==> config.mk <==
export PLATFORM = sky130hd
export DESIGN_NAME = pipeline_run_ctrl
export DESIGN_NICKNAME = d
export VERILOG_FILES = /design/src/rtl/pipeline_run_ctrl.sv
export SDC_FILE = /design/constraint.sdc
export NUM_CORES = 1
export LEC_CHECK = 0
export CAP_MARGIN = 20
export CELL_PAD_IN_SITES_DETAIL_PLACEMENT = 1
export CELL_PAD_IN_SITES_GLOBAL_PLACEMENT = 1
export CORE_MARGIN = 4
export CORE_UTILIZATION = 45
export DETAILED_ROUTE_END_ITERATION = 6
export PLACE_DENSITY = 0.95
export SYNTH_ARGS = -nofsm -noshare
export SYNTH_HDL_FRONTEND = slang
export SYNTH_SLANG_ARGS = --single-unit
==> constraint.sdc <==
create_clock -name clk -period 6.3 [get_ports clk]
set_input_delay 1.26 -clock clk [delete_from_list [all_inputs] [get_ports clk]]
set_output_delay 1.26 -clock clk [all_outputs]
set_load 0.05 [all_outputs]
==> src/rtl/pipeline_run_ctrl.sv <==
// Run controller: core reset sequencing, run-cycle count, halt/limit/watchdog end.
// Optional RUN_CTRL_RETIRE_CNT_EN adds per-core retired-instruction counters.
module pipeline_run_ctrl #(
  parameter int N_CORES         = 1,
  parameter int RST_HOLD_CYCLES = 4,
  parameter int CYC_W           = 32,
  parameter int MAX_CYCLES      = 10000,
  parameter int WDOG_CYCLES     = 256
) (
  input  logic               clk,
  input  logic               reset,
  input  logic               run_en,
  input  logic [N_CORES-1:0] halt,
  input  logic [N_CORES-1:0] retire,
  output logic [N_CORES-1:0] core_rst_n,
  output logic               core_stall,
  output logic [CYC_W-1:0]   cycle_cnt,
  output logic               done,
  output logic               timeout,
  output logic [N_CORES-1:0] wdog_trip
`ifdef RUN_CTRL_RETIRE_CNT_EN
  ,
  output logic [N_CORES*CYC_W-1:0] retire_cnt
`endif
);

  localparam int HW = $clog2(RST_HOLD_CYCLES + 1);
  localparam int WW = $clog2(WDOG_CYCLES);

  localparam logic [HW-1:0] HOLD_LAST =
    HW'(RST_HOLD_CYCLES - 1);
  localparam logic [WW-1:0] WDOG_LAST =
    WW'(WDOG_CYCLES - 1);
  localparam logic [CYC_W-1:0] CYC_LAST =
    CYC_W'(MAX_CYCLES - 1);

  typedef enum logic [1:0] {
    S_HOLD,
    S_RUN,
    S_DONE,
    S_TMO
  } state_t;

  state_t state, state_d;

  logic                        run_q;
  logic [HW-1:0]               hold_cnt, hold_d;
  logic [CYC_W-1:0]            cyc_d;
  logic [N_CORES-1:0]          halted_q, halted_d;
  logic [N_CORES-1:0][WW-1:0]  wdog_q, wdog_d;
  logic [N_CORES-1:0]          rstn_d, trip_d;
  logic                        stall_d, done_d, tmo_d;
  logic [N_CORES-1:0]          halt_all, trip_now;
  logic                        live_edge;

  assign halt_all = halted_q | halt;

  always_comb begin
    trip_now = '0;
    for (int i = 0; i < N_CORES; i++) begin
      trip_now[i] = !halt_all[i] && !retire[i]
                    && (wdog_q[i] == WDOG_LAST);
    end
  end

  always_comb begin
    state_d   = state;
    hold_d    = hold_cnt;
    cyc_d     = cycle_cnt;
    halted_d  = halted_q;
    wdog_d    = wdog_q;
    rstn_d    = core_rst_n;
    stall_d   = core_stall;
    done_d    = done;
    tmo_d     = timeout;
    trip_d    = wdog_trip;
    live_edge = 1'b0;
    unique case (state)
      S_HOLD: begin
        // run_q delays the count by one edge: "run_en seen high"
        if (run_q) begin
          if (hold_cnt == HOLD_LAST) begin
            state_d = S_RUN;
            rstn_d  = '1;
            stall_d = 1'b0;
          end else begin
            hold_d = hold_cnt + HW'(1);
          end
        end
      end
      S_RUN: begin
        stall_d   = ~run_en;
        live_edge = run_en;
        if (run_en) begin
          if (&halt_all) begin
            state_d = S_DONE;
            done_d  = 1'b1;
            stall_d = 1'b1;
          end else if ((cycle_cnt == CYC_LAST)
                       || (|trip_now)) begin
            state_d = S_TMO;
            tmo_d   = 1'b1;
            stall_d = 1'b1;
            trip_d  = wdog_trip | trip_now;
          end else begin
            cyc_d    = cycle_cnt + CYC_W'(1);
            halted_d = halt_all;
            for (int i = 0; i < N_CORES; i++) begin
              if (retire[i])
                wdog_d[i] = '0;
              else if (!halted_q[i])
                wdog_d[i] = wdog_q[i] + WW'(1);
            end
          end
        end
      end
      default: ;
    endcase
  end

  always_ff @(posedge clk or negedge reset) begin
    if (!reset) state <= S_HOLD;
    else        state <= state_d;
  end

  always_ff @(posedge clk or negedge reset) begin
    if (!reset) begin
      run_q      <= 1'b0;
      hold_cnt   <= '0;
      cycle_cnt  <= '0;
      halted_q   <= '0;
      wdog_q     <= '0;
      core_rst_n <= '0;
      core_stall <= 1'b1;
      done       <= 1'b0;
      timeout    <= 1'b0;
      wdog_trip  <= '0;
    end else begin
      run_q      <= run_en;
      hold_cnt   <= hold_d;
      cycle_cnt  <= cyc_d;
      halted_q   <= halted_d;
      wdog_q     <= wdog_d;
      core_rst_n <= rstn_d;
      core_stall <= stall_d;
      done       <= done_d;
      timeout    <= tmo_d;
      wdog_trip  <= trip_d;
    end
  end

`ifdef RUN_CTRL_RETIRE_CNT_EN
  logic [N_CORES-1:0][CYC_W-1:0] rcnt_q;

  always_ff @(posedge clk or negedge reset) begin
    if (!reset) begin
      rcnt_q <= '0;
    end else if (live_edge) begin
      for (int i = 0; i < N_CORES; i++) begin
        if (retire[i] && !(&rcnt_q[i]))
          rcnt_q[i] <= rcnt_q[i] + CYC_W'(1);
      end
    end
  end

  assign retire_cnt = rcnt_q;
`else
  logic unused_live;
  assign unused_live = live_edge;
`endif

endmodule

==> results of run 1 <==
==> sequential cells by signal, summed over array words and instances (netlist names) <==
signal      count
done            1
wdog_trip       1
state           2
core_rst_n      1
hold_cnt        3
core_stall      1
timeout         1
cycle_cnt      32
run_q           1
wdog_q          8
==> per-stage QoR <==
step	power (mW)	instance area, µm²
after global routing	0.769	3080
after floorplan	0.473	2490
final	0.728	3080
after global placement	0.516	2940
after detailed placement	0.528	2940
after CTS	0.735	3040
==> routing by layer <==
layer	global-route usage [%]	wire, µm	vias to the layer above
met5	0	0	-
met4	7.14	103	0
met3	3.25	193	14
met2	33.7	3180	40
met1	25.8	2720	990
li1	-	-	901
==> cells in the final DEF, fill, tap and decap left out, drive strengths merged, types with 2 or more instances in the layout <==
cell type      instances
ha                     4
buf                    3
dfrtp                 50
a221o                  2
o21ai                  3
nor3b                  4
and4bb                 2
nand2b                 4
a211o                  3
nand4                 11
nor3                   8
clkbuf                 8
xnor2                 14
xor2                  18
and3                   6
nor4b                  6
a21o                   3
nor2                  11
nand2                 14
o211ai                 3
nand3b                 2
clkdlybuf4s50         40
nor4                  11
nor2b                  3
nand3                 12
and4                   3
mux2                   3
inv                    5
==> cells in the mapped netlist, types with 2 or more instances <==
library cell,instances
nand3_1,12
and4_1,3
clkbuf_1,5
nand2_1,14
inv_1,5
dfrtp_1,50
o211ai_1,2
nor3b_1,3
a221o_1,2
o21ai_0,3
a211o_1,3
a21o_1,3
xor2_1,18
xnor2_1,14
nor4_1,10
nand3b_1,2
nor2_1,11
ha_1,4
nor3_1,8
nand2b_1,4
nor4b_1,6
mux2_2,3
and3_1,6
nand4_1,11
nor2b_1,3
==> final cells by class <==
type                            count  area, µm²  area share (%)
Sequential cell                    51       1280            41.5
Timing Repair Buffer               43        440            14.3
Inverter                            5       18.8           0.610
Clock buffer                        8        100            3.25
Tap cell                           70       87.6            2.85
Multi-Input combinational cell    161       1150            37.4
==> kinds of logic after synthesis <==
kind of cell | Yosys count | share of synthesized area, %
and+or+nand+nor | 103 | 25.6
DFF | 51 | 51.4
xor gates and xnor gates | 32 | 11.3
AOI/OAI and AO/OA | 18 | 5.69
buffers and inverters | 13 | 2.31
muxes | 4 | 1.76
adders and majority gates | 4 | 2.01
==> worst reg2reg max path, stage by stage, from the launching register on <==
cell and delay, ns:
dfrtp_1 0.41, ha_1 0.19, nand3_1 0.20, nor4_1 0.52, and3_1 0.49, nand4_1 0.18
xnor2_1 0.15
==> path summary, 6_finish.rpt <==
check | start | end | depth (start not counted)
max | retire | cycle_cnt[27]$_DFFE_PN0P_ | 6
min | core_rst_n$_DFFE_PN0P_ | core_rst_n$_DFFE_PN0P_ | 1
max reg2reg | cycle_cnt[0]$_DFFE_PN0P_ | cycle_cnt[26]$_DFFE_PN0P_ | 6
min reg2reg | core_rst_n$_DFFE_PN0P_ | core_rst_n$_DFFE_PN0P_ | 1
max in group asynchronous | reset | core_stall$_DFFE_PN1P_ | 2
min in group asynchronous | reset | cycle_cnt[16]$_DFFE_PN0P_ | 1
==> power breakdown <==
| group | switching, mW | leakage [nW] | internal, mW |
|---|---|---|---|
| Combinational | 0.0847 | 0.628 | 0.0529 |
| Sequential | 0.0252 | 0.673 | 0.359 |
| Clock | 0.106 | 0.0515 | 0.100 |
==> impl_metrics.yaml, run 1 <==
outcome:
  status: "finished, final reports clean"
cts:
  post-cts-setup-buffer-count: 0
  htree_levels: 2
  cts.sinks: 51
  ctsResizeCount: 0
  clkTransAtPathRegs_ns: 0.09
  clock_latency_ns: 0.30
  cts-buffers-inserted: 5
  cts_tree: "built"
  cts_buffer_depth: 2
  root_buffer: "clkbuf_8"
  ctsHoldBuffers: 0
critical_path:
  criticalPathCategory: "in2reg"
  critPathArrivalTime_ns: 3.64
  start_kind: "input port"
  max_stage_delay_ns: 0.75
  critPathMaxFanout: 14
  crit_buf_inv: 1
  crit_family: "simple AND/OR/NAND/NOR gates"
  reg2reg_setup_slack_ns: 4.03
  slowest_stage: "clkdlybuf4s50_1"
  critical_path.cell_chain: "clkdlybuf4s50_1 > and4bb_1 > nor3b_2 > or4b_4 > nor4_1 > xor2_1"
  critPathRequiredTime_ns: 6.53
  endpoint_kind: "flip-flop"
cells_and_area:
  fin_util_pct: 58.7
  drive_above_1_share_pct: 7.84
  fin_nets: 276
  antenna_cells: 0
  fin_cells: 338
  area.growth.synth_to_final_pct: 23.7
  fill_cells: 564
sta:
  fin_crit_sh_pct: 54.0
  skew_ns: 0.00788
  slew_violations: 0
  hold_viol: 0
  setup-violations-final: 0
  finalSetupTns_ns: 0
  grt_setup_unrepaired: "no"
  whs_ns: 0.482
  worst_slack_ns: 2.90
  fmax_ghz: 0.294
  period_minus_slack_ns: 3.40
  worstMarginPinSlew_ns: 0.747
  slew_headroom_pct: 49.5
logic_synthesis:
  synthArstFlopShare_pct: 100
  synth_cells: 225
  synth_top_area_share_pct: 50.3
  ys_seq_area_share_pct: 51.4
  syn_avg_cell_area_um2: 11.0
  synth_largest_area_cell: "dfrtp_1"
  yosys_register_bits: 51
  ys_types: 45
  synth.cell_area_um2: 2490
  ys.flop_type: "dfrtp_1"
  syn_nets: 234
  ys_warn_count: 0
  synth_area_leaders: "dfrtp_1, xor2_1, xnor2_1"
  synth_edf_count: 0
worst_hold_path:
  worstHoldPathType: "reg2reg"
place:
  hpwlAfterDp_um: 4310
  place_congestion: 0.806
  post-place-ws_ns: 2.55
  port_buffers: 41
  dp.cells: 328
job:
  maxCapViolCount: 0
die:
  start_util_pct: 47.5
  die_area_um2: 6780
  die_w_um: 82.3
  core-area_um2: 5240
  die_h_um: 82.3
  placementRows: 26
  io_pins: 42
route:
  first_pass_iters: 4
  vias_per_cell: 5.75
  vias: 1945
  ant_nets: 0
  drt-initial-drc-count: 118
  drc: 0
  wl_um: 6200
  wl_per_cell_um: 18.3
grt:
  grt_max_degree: 52
  grt_pass1_wl_um: 10400
  antenna_found_initial: 0
  grt_pass1_vias: 2061
  grt-ovfl-total: 0
  grt_util_all_layers_pct: 20.0
power_and_ir_drop:
  powerDensity_nw_per_um2: 237
  cellLeakagePower_nw: 1.35
  ir_worst_vdd_mv: 0.237
No activity file was read; power rests on OpenSTA's default activity.
==> inputs of run 2 (changes only) <==
--- a/config.mk
+++ b/config.mk
@@ -9,9 +9,9 @@
 export CELL_PAD_IN_SITES_DETAIL_PLACEMENT = 1
 export CELL_PAD_IN_SITES_GLOBAL_PLACEMENT = 1
 export CORE_MARGIN = 4
-export CORE_UTILIZATION = 45
+export CORE_UTILIZATION = 41
 export DETAILED_ROUTE_END_ITERATION = 6
-export PLACE_DENSITY = 0.95
+export PLACE_DENSITY = 0.89
 export SYNTH_ARGS = -nofsm -noshare
 export SYNTH_HDL_FRONTEND = slang
 export SYNTH_SLANG_ARGS = --single-unit
==> constraint.sdc (replaced) <==
create_clock -name clk -period 3.3 [get_ports clk]
set_input_delay 0.66 -clock clk [delete_from_list [all_inputs] [get_ports clk]]
set_output_delay 0.66 -clock clk [all_outputs]
set_load 0.05 [all_outputs]
==> impl_metrics.yaml, run 2 (synthesis results as in run 1) <==
route:
  ant_nets: 0
  first_pass_iters: 4
  wl_um: 6330
  drt-initial-drc-count: 82
  wl_per_cell_um: 18.3
  vias_per_cell: 5.65
  drc: 0
  vias: 1956
power_and_ir_drop:
  power_mw: 1.39
  powerDensity_nw_per_um2: 452
  cellLeakagePower_nw: 1.36
  ir_worst_vdd_mv: 0.293
cells_and_area:
  area.growth.synth_to_final_pct: 24.2
  fin_util_pct: 52.5
  antenna_cells: 0
  fin_nets: 279
  largestRegisters: "cycle_cnt: 32 flops, wdog_q: 8 flops, hold_cnt: 3 flops"
  seqCellArea_um2: 1280
  drive_above_1_share_pct: 9.23
  layout_commonest_cell: "dfrtp_1"
  final_cell_mix: "dfrtp_1, clkdlybuf4s50_1, xor2_1"
  multi_input_area_um2: 1150
  largest_register_ffs: 32
  fill_cells: 653
  largest-register: "cycle_cnt"
place:
  hpwlAfterDp_um: 4580
  place_congestion: 0.777
  post-place-ws_ns: 0.378
  port_buffers: 41
cts:
  cts.sinks: 51
  post-cts-setup-buffer-count: 0
  root_buffer: "clkbuf_8"
  cts-buffers-inserted: 5
  htree_levels: 2
  cts_buffer_depth: 2
  cts_tree: "built"
  ctsResizeCount: 0
  clock_latency_ns: 0.31
  clkTransAtPathRegs_ns: 0.09
  ctsHoldBuffers: 0
sta:
  slew_headroom_pct: 34.2
  finalSetupTns_ns: 0
  setup-violations-final: 0
  worstMarginPinSlew_ns: 0.985
  fin_crit_sh_pct: 80.3
  slew_violations: 0
  skew_ns: 0.00929
  fmax_ghz: 0.377
  hold_viol: 0
  worst_slack_ns: 0.650
  grt_setup_unrepaired: "no"
  period_minus_slack_ns: 2.65
critical_path:
  critPathRequiredTime_ns: 3.50
  start_kind: "flip-flop"
  slowest_stage: "o211ai_2"
  crit_family: "compound AO/OA/AOI/OAI gates"
  critical_path.cell_chain: "nor4_1 > nand4b_1 > o211ai_2 > buf_4 > nor3_1 > a21o_1"
  endpoint_kind: "flip-flop"
  critPathArrivalTime_ns: 2.85
  max_stage_delay_ns: 0.85
  critPathMaxFanout: 23
  crit_buf_inv: 1
  criticalPathCategory: "reg2reg"
die:
  die_h_um: 85.9
  placementRows: 28
  io_pins: 42
  die_area_um2: 7370
  start_util_pct: 42.2
  die_w_um: 85.9
  core-area_um2: 5890
grt:
  grt-ovfl-total: 0
  antenna_found_initial: 0
  grt_use_met2_pct: 32.7
  grt_pass1_vias: 2105
  grt_busiest_layer: "met2"
  met3_usage_pct: 4.23
  grtUsageMet1_pct: 24.2
  grt_pass1_wl_um: 11000
  grt_max_degree: 40
  grt_util_all_layers_pct: 18.9
job:
  maxCapViolCount: 0
outcome:
  status: "finished, final reports clean"
worst_hold_path:
  worstHoldPathType: "in2async"
## run 2: cell types whose count changed in the layout (fill, tap and decap cells not counted)
cell / before / now
buf_4: 0 / 5
clkinvlp_4: 0 / 1
buf_8: 1 / 0
clkbuf_1: 1 / 0
buf_12: 1 / 0
## run 2: final timing paths
path                                                start                        end  slack (ns)  depth (start not counted)
worst max-delay path            cycle_cnt[16]$_DFFE_PN0P_      wdog_q[0]$_DFFE_PN0P_        0.65                          6
worst min-delay path                                reset  cycle_cnt[28]$_DFFE_PN0P_        0.47                          1
worst max register to register  cycle_cnt[16]$_DFFE_PN0P_      wdog_q[0]$_DFFE_PN0P_        0.65                          6
worst min register to register    hold_cnt[0]$_DFFE_PN0P_    hold_cnt[0]$_DFFE_PN0P_        0.48                          1
max in group asynchronous                           reset  cycle_cnt[21]$_DFFE_PN0P_        2.18                          2
min in group clk                  hold_cnt[0]$_DFFE_PN0P_    hold_cnt[0]$_DFFE_PN0P_        0.48                          1
## run 2: routing by layer
metal  vias to the layer above  wire (µm)
met2                        32       3210
met3                         5        194
met5                         -          0
met1                      1014       2870
met4                         0         58
li1                        905          -
## run 2: cell type report
type,count,area share (%)
clock inverters,1,0.243
multi-input cells,161,37.3
clock buffers,7,3.12
inverters,5,0.608
flip-flops and latches,51,41.4
well taps,75,3.04
repair buffers,46,14.3
## run 2: report_power, final
group / switching [mW] / leakage [nW] / internal [mW]
sequential: 0.0470 / 0.673 / 0.685
clock: 0.213 / 0.0505 / 0.191
combinational: 0.159 / 0.635 / 0.0998
total: 0.419 / 1.36 / 0.976
## run 2: stage by stage
stage,area [µm²],std cells,hold WS [ns]
CTS,3090,346,0.484
global placement,2980,338,0.457
finish,3090,346,0.466
global route,3090,346,0.509
detailed placement,2980,338,0.462
floorplan,2490,225,0.364
==> inputs of run 3 (changes only) <==
==> constraint.sdc (replaced) <==
create_clock -name clk -period 2.6 [get_ports clk]
set_input_delay 0.52 -clock clk [delete_from_list [all_inputs] [get_ports clk]]
set_output_delay 0.52 -clock clk [all_outputs]
set_load 0.05 [all_outputs]
==> impl_metrics.yaml, run 3 (synthesis results as in run 1) <==
critical_path:
  r2r_start: "cycle_cnt[0]$_DFFE_PN0P_"
  critPathArrivalTime_ns: 2.65
  criticalPathCategory: "in2reg"
  start_kind: "input port"
  critPathMaxFanout: 7
  crit_start: "halt"
  endpoint_kind: "flip-flop"
  critPathRequiredTime_ns: 2.82
die:
  die_h_um: 85.9
  die_w_um: 85.9
  io_pins: 42
  die_area_um2: 7370
  start_util_pct: 42.2
  placementRows: 28
  core-area_um2: 5890
power_and_ir_drop:
  switching_share_pct: 30.0
  comb_power_share_pct: 19.6
  ir_worst_vdd_mv: 0.409
  cellLeakagePower_nw: 1.38
  net-switching-power_mw: 0.506
  p_int_mw: 1.18
  power_mw: 1.68
  sequentialPowerShare_pct: 55.2
  power.share.clock_pct: 25.1
  powerDensity_nw_per_um2: 540
grt:
  grt_pass1_wl_um: 10600
  antenna_found_initial: 0
  grt_max_degree: 52
  grt-ovfl-total: 0
  grt_util_all_layers_pct: 18.0
  grt_pass1_vias: 2042
cts:
  cts-buffers-inserted: 5
  ctsHoldBuffers: 0
  cts_tree: "built"
  clock_latency_ns: 0.30
  root_buffer: "clkbuf_8"
  post-cts-setup-buffer-count: 0
  cts_buffer_depth: 2
  cts.sinks: 51
  clkTransAtPathRegs_ns: 0.08
  htree_levels: 2
sta:
  slew_headroom_pct: 51.6
  skew_ns: 0.00552
  period_minus_slack_ns: 2.43
  grt_setup_unrepaired: "no"
  worstMarginPinSlew_ns: 0.715
  slew_violations: 0
  fin_crit_sh_pct: 93.6
  hold_viol: 0
  fmax_ghz: 0.411
  setup-violations-final: 0
route:
  vias_per_cell: 5.53
  ant_nets: 0
  wl_um: 6070
  drc: 0
  drt-initial-drc-count: 83
  wl_per_cell_um: 17.4
  first_pass_iters: 4
  vias: 1926
place:
  port_buffers: 41
  place_area_um2: 3040
  hpwlAfterDp_um: 4430
  dp.cells: 342
  place_congestion: 0.817
cells_and_area:
  fin_area_um2: 3120
  area.growth.synth_to_final_pct: 25.4
  fin_cells: 348
  fin_nets: 283
  largestRegisters: "cycle_cnt: 32 flops, wdog_q: 8 flops, hold_cnt: 3 flops"
  antenna_cells: 0
  largest_register_ffs: 32
  largest-register: "cycle_cnt"
  final_cell_mix: "dfrtp_1, clkdlybuf4s50_1, xor2_1"
  layout_commonest_cell: "dfrtp_1"
  drive_above_1_share_pct: 9.89
  fill_cells: 641
worst_hold_path:
  worstHoldPathType: "in2async"
job:
  maxCapViolCount: 0
outcome:
  status: "finished, final reports clean"
## run 3: path summary, 6_finish.rpt
| kind | end | slack (ns) | cells after the start |
|---|---|---|---|
| setup / recovery | cycle_cnt[15]$_DFFE_PN0P_ | 0.17 | 7 |
| hold / removal | cycle_cnt[22]$_DFFE_PN0P_ | 0.20 | 2 |
| setup reg to reg | cycle_cnt[14]$_DFFE_PN0P_ | 0.29 | 6 |
| hold reg to reg | done$_DFFE_PN0P_ | 0.48 | 1 |
| max in group asynchronous | core_stall$_DFFE_PN1P_ | 2.11 | 2 |
| min in group clk | done$_DFFE_PN0P_ | 0.48 | 1 |
## run 3: layout make-up
type	count	area [µm²]	area share (%)
multi-input combinational	161	1160	37.1
sequential	51	1280	41.0
clock buffer	6	72.6	2.33
tap	75	93.8	3.01
timing repair buffer	50	498	16.0
inverter	5	18.8	0.602
## run 3: through the flow
stage               hold WS, ns  setup TNS (ns)  setup slack (ns)  utilization (%)
floorplan                 0.224               0             0.247                -
global placement          0.456          -0.119           -0.0760             51.6
detailed placement        0.460          -0.599            -0.145             51.6
CTS                       0.210               0             0.166             52.9
global route              0.215               0            0.0820             53.0
finish                    0.199               0             0.166             53.0
## run 3: worst max-delay path: stages
cell	delay [ns]
clkdlybuf4s50_1	0.55
and4bb_1	0.25
nor3b_2	0.17
or4b_4	0.62
buf_4	0.18
nor2_1	0.16
xor2_1	0.19
## run 3: routing by layer
layer	up-vias	GRT usage [%]	wire length, µm
met1	965	23.5	2630
met4	0	6.19	129
met3	14	3.55	236
met5	-	0	0
li1	908	-	-
met2	39	29.9	3070
## run 3: repair_timing
| item | CTS | global route |
|---|---|---|
| endpoints found under the hold margin | 0 | 0 |
| resized for setup | 0 | 1 |
| setup endpoints to repair | 0 | 1 |
## run 3: power groups by stage
| stage | clock [mW] | sequential, mW | combinational [mW] |
|---|---|---|---|
| finish | 0.424 | 0.930 | 0.331 |
| global route | 0.473 | 0.943 | 0.358 |
| CTS | 0.439 | 0.931 | 0.337 |
| detailed placement | 0 | 0.947 | 0.336 |
| global placement | 0 | 0.940 | 0.320 |
| floorplan | 0 | 1.04 | 0.101 |
==> edit 1: new RTL, flow settings as in run 3 <==
Add a define of `RUN_CTRL_RETIRE_CNT_EN`.
--- a/src/rtl/pipeline_run_ctrl.sv
+++ b/src/rtl/pipeline_run_ctrl.sv
@@ -1,4 +1,6 @@
 // Run controller: core reset sequencing, run-cycle count, halt/limit/watchdog end.
 // Optional RUN_CTRL_RETIRE_CNT_EN adds per-core retired-instruction counters.
+`define RUN_CTRL_RETIRE_CNT_EN
+
 module pipeline_run_ctrl #(
   parameter int N_CORES         = 1,
Behaviour (old outputs only; new: retire_cnt): unchanged (Yosys induction, for registers that start in step).
==> edit 1 against run 3 <==
Global-route usage up 2.0 points. Setup slack improved by 0.12 ns. First-iteration DRC count increased by 110%. Clock power is 140% higher. Power is 80% higher. Synthesized area increased by 65%. Non-clock buffer count rose by 35. Critical path depth fell by 1. Final area rose by 68%. Sequential cell count rose by 32. Wire length is 85% higher.
==> edit 1: results (changes against run 3) <==
Global route
  – Met2 global-route usage: 35.8% (was 29.9%)
  – Vias in the first global route: 3469 (was 2042)
  – Global Route Usage Sum: 20.0% (was 18.0%)
  – Met1 track demand over resource: 24.7% (was 23.5%)
  – First-pass GRT wire length: 18200 microns (was 10600 microns)
  – Met3 Track Usage GR: 3.10% (was 3.55%)

Final layout
  – Final Non-Filler Cells: 605 (was 348)
  – Final clock-cell share: 3.94% (was 2.33%)
  – Inverters: 7 (was 5)
  – NonClk Buf Share: 15.9% (was 16.0%)
  – Clkbuf count: 10 (was 6)
  – Share of cells above drive strength 1: 9.11% (was 9.89%)
  – FF+latch area: 2080 sq um (was 1280 sq um)
  – Buffers outside the clock class: 85 (was 50)
  – Multi-input gate count: 282 (was 161)
  – Post-layout net count: 478 (was 283)
  – Fraction of area in multi-input gates: 36.8% (was 37.1%)

Placed design
  – # port buffers: 73 (was 41)
  – DP Cell Count: 590 (was 342)
  – Hpwl dp: 8350 microns (was 4430 microns)

Critical path
  – RR Startpoint: cycle_cnt[3] (was cycle_cnt[0])
  – Critical Path AT: 2.54 ns (was 2.65 ns)
  – CP max stage delay: 0.46 ns (was 0.62 ns)
  – Worst R2R End: cycle_cnt[5] (was cycle_cnt[14])
  – CP max FO: 8 (was 7)
  – CP max-delay cell: dfrtp_1 (was or4b_4)

Yosys
  – Synth cell count leaders: dfrtp_1 (82), xnor2_1 (38), nand2_1 (33), nand3_1 (30), nand4_1 (28) (was dfrtp_1 (50), xor2_1 (18), nand2_1 (14), xnor2_1 (14), nand3_1 (12))
  – Distinct cells, synth: 56 (was 45)
  – Dominant cells by area after synthesis: dfrtp_1 (50%), xnor2_1 (8.1%), xor2_1 (5.8%) (was dfrtp_1 (50%), xor2_1 (6.3%), xnor2_1 (4.9%))
  – XOR/XNOR Fraction of Synth Area: 13.9% (was 11.3%)
  – Syn nets: 392 (was 234)
  – Syn avg cell area: 10.7 sq um (was 11.0 sq um)
  – Seq/Total Area, Yosys: 50.7% (was 51.4%)
  – Mux contribution to synthesized area: 1.04% (was 1.76%)

Route
  – Met1 WL: 4720 microns (was 2630 microns)
  – Routed wl met3: 309 microns (was 236 microns)
  – Vias: 3327 (was 1926)
  – DR WL/cell: 18.5 microns (was 17.4 microns)
  – Initial DRC count: 173 (was 83)
  – Met2 wire len: 6000 microns (was 3070 microns)

Power
  – Sw frac: 30.5% (was 30.0%)
  – Comb. pwr: 0.528 mW (was 0.331 mW)
  – Max IR drop VDD: 0.274 mV (was 0.409 mV)
  – Pleak: 2.28 nW (was 1.38 nW)
  – Clock power share: 33.2% (was 25.1%)

STA
  – Fin Hold WS: 0.169 ns (was 0.199 ns)
  – Max Clock Skew: 0.0164 ns (was 0.00552 ns)

Run status
  – Outcome: completed (unchanged)

Clocking
  – H-tree depth: 3 (was 2)
## edit 1: stage by stage
step | utilization, % | area (sq um) | setup slack, ns | total power [mW]
after CTS | 53.8 | 5240 | 0.277 | 3.04
after floorplan | - | 4100 | 0.361 | 1.82
final | 53.8 | 5240 | 0.288 | 3.03
after global routing | 53.8 | 5240 | 0.161 | 3.16
after global placement | 51.7 | 5030 | 0.194 | 2.02
after detailed placement | 51.7 | 5030 | 0.0916 | 2.05
## edit 1: worst max-delay path by stage
stage                      start             to  slack [ns]  cells after the start
global route        cycle_cnt[3]   cycle_cnt[5]        0.16                      6
finish              cycle_cnt[3]   cycle_cnt[5]        0.29                      6
CTS                 cycle_cnt[3]   cycle_cnt[5]        0.28                      6
detailed placement        run_en  cycle_cnt[22]        0.09                      6
global placement          run_en  cycle_cnt[24]        0.19                      6
floorplan           cycle_cnt[0]   cycle_cnt[5]        0.36                      6
==> edit 2: new RTL, flow settings as in run 3 <==
Without the edit above. Put one more register stage on the output `cycle_cnt`, cleared by the reset. The value now appears one clock later. The other outputs are not delayed to match.
--- a/src/rtl/pipeline_run_ctrl.sv
+++ b/src/rtl/pipeline_run_ctrl.sv
@@ -42,4 +42,6 @@
   } state_t;
 
+  logic [CYC_W-1:0] cycle_cnt_s0;
+
   state_t state, state_d;
 
@@ -67,5 +69,5 @@
     state_d   = state;
     hold_d    = hold_cnt;
-    cyc_d     = cycle_cnt;
+    cyc_d     = cycle_cnt_s0;
     halted_d  = halted_q;
     wdog_d    = wdog_q;
@@ -97,5 +99,5 @@
             done_d  = 1'b1;
             stall_d = 1'b1;
-          end else if ((cycle_cnt == CYC_LAST)
+          end else if ((cycle_cnt_s0 == CYC_LAST)
                        || (|trip_now)) begin
             state_d = S_TMO;
@@ -104,5 +106,5 @@
             trip_d  = wdog_trip | trip_now;
           end else begin
-            cyc_d    = cycle_cnt + CYC_W'(1);
+            cyc_d    = cycle_cnt_s0 + CYC_W'(1);
             halted_d = halt_all;
             for (int i = 0; i < N_CORES; i++) begin
@@ -128,5 +130,5 @@
       run_q      <= 1'b0;
       hold_cnt   <= '0;
-      cycle_cnt  <= '0;
+      cycle_cnt_s0 <= '0;
       halted_q   <= '0;
       wdog_q     <= '0;
@@ -139,5 +141,5 @@
       run_q      <= run_en;
       hold_cnt   <= hold_d;
-      cycle_cnt  <= cyc_d;
+      cycle_cnt_s0 <= cyc_d;
       halted_q   <= halted_d;
       wdog_q     <= wdog_d;
@@ -170,4 +172,12 @@
 `endif
 
+  always_ff @(posedge clk or negedge reset) begin
+    if (!reset) begin
+      cycle_cnt <= '0;
+    end else begin
+      cycle_cnt <= cycle_cnt_s0;
+    end
+  end
+
 endmodule
 
Function: changed (Yosys sat finds a counterexample within 10 cycles, from zero or initial values and one cycle with reset low).
==> edit 2 against run 3 <==
Sequential share of layout area is 11 points higher. Sequential power rose by 56%. Sequential cell count increased by 32. Critical endpoint is now cycle_cnt_s0[10]. Synthesized area up 32%. Register-to-register slack worse by 0.05 ns. Hold slack got worse by 0.056 ns. Critical path depth unchanged. Largest power group unchanged. Setup slack gained 0.071 ns. Wire length up 12%. Utilization fell by 1.2 points. Critical path type is now reg -> reg. Non-clock buffer count fell by 5. Final area up 28%. Power rose by 62%.
==> edit 2: results (changes against run 3) <==
Yosys
  – Syn avg cell area: 12.5 sq um (was 11.0 sq um)
  – Seq/Total Area, Yosys: 63.6% (was 51.4%)
  – Dominant cells by area after synthesis: dfrtp_1 (63%), xnor2_1 (4.6%), xor2_1 (4.0%) (was dfrtp_1 (50%), xor2_1 (6.3%), xnor2_1 (4.9%))
  – Mux contribution to synthesized area: 0.651% (was 1.76%)
  – Synth Area in Compound Gates: 3.25% (was 5.69%)
  – Adder-cell share of the synthesized area: 1.53% (was 2.01%)

Power
  – P_clk: 0.927 mW (was 0.424 mW)
  – Sw Pwr: 0.731 mW (was 0.506 mW)
  – Pleak: 1.87 nW (was 1.38 nW)
  – Max IR drop VDD: 0.276 mV (was 0.409 mV)
  – Power share of the sequential group: 53.2% (was 55.2%)

Placed design
  – Placed Instance Area: 3800 sq um (was 3040 sq um)
  – Final GP Congestion: 0.776 (was 0.817)
  – DP Cell Count: 402 (was 342)

Global route
  – Vias in the first global route: 2351 (was 2042)
  – Pin count of the biggest net entering global routing: 43 (was 52)

Route
  – Vias per inst: 5.23 (was 5.53)
  – DR WL/cell: 16.3 microns (was 17.4 microns)

Clocking
  – Worst-Skew Late Latency: 0.34 ns (was 0.30 ns)
  – H-tree depth: 3 (was 2)

Critical path
  – CP max FO: 19 (was 7)

STA
  – Worst slew margin relative to its limit: 44.0% (was 51.6%)
  – Final worst slack: 0.237 ns (was 0.166 ns)
  – Max Clock Skew: 0.00274 ns (was 0.00552 ns)

Run status
  – Outcome: completed (unchanged)

Final layout
  – Post-layout net count: 320 (was 283)
  – Final Non-Filler Cells: 417 (was 348)
  – Largest regs: cycle_cnt x32, cycle_cnt_s0 x32, wdog_q x8 (was cycle_cnt x32, wdog_q x8, hold_cnt x3)
  – Fillers: 831 (was 641)
==> edit 2: changes by cell type after synthesis, moves of 3 or more <==
cell,change
nand2_1,+8
xnor2_1,+3
dfrtp_1,+32
and3_1,+6
nand3_2,+3
nand2_2,+5
nor2_1,+4
clkbuf_1,-3
nor3_1,-4
xor2_1,-3
==> edit 2: worst max-delay path: stages (launching register included) <==
cell and delay [ns]:
dfrtp_1 0.43, ha_1 0.24, and3_1 0.23, nand4_1 0.08, or3_4 0.15, and3_1 0.71
nand4_1 0.22, xnor2_1 0.18
==> edit 2: metal layers <==
metal	GRT usage, %	wire, microns	vias to the layer above
met2	25.8	3430	43
li1	-	-	1018
met5	0	0	-
met3	3.73	290	11
met4	6.18	113	0
met1	19.9	2950	1109
==> edit 2: stage by stage <==
stage	hold slack (ns)	power (mW)
3_5_place_dp	0.441	1.84
4_1_cts	0.162	2.77
3_3_place_gp	0.424	1.82
5_1_grt	0.181	2.88
2_1_floorplan	0.224	1.69
6_report	0.144	2.73
==> edit 2: area by class of cell <==
type	instances	area, sq um	area share [%]
sequential	83	2080	51.9
multi-input combinational	169	1130	28.3
clock inverter	4	50.0	1.25
inverter	3	11.3	0.281
tap	102	128	3.19
timing repair buffer	45	450	11.3
clock buffer	11	151	3.78
==> edit 2: path summary, 6_finish.rpt <==
kind / startpoint / to / depth (start not counted)
min reg2reg: cycle_cnt_s0[22] / cycle_cnt[22] / 0
min in group clk: cycle_cnt_s0[22] / cycle_cnt[22] / 0
max reg2reg: cycle_cnt_s0[0] / cycle_cnt_s0[10] / 7
max in group asynchronous: reset / core_stall / 2
max: cycle_cnt_s0[0] / cycle_cnt_s0[10] / 7
min: reset / cycle_cnt[6] / 1
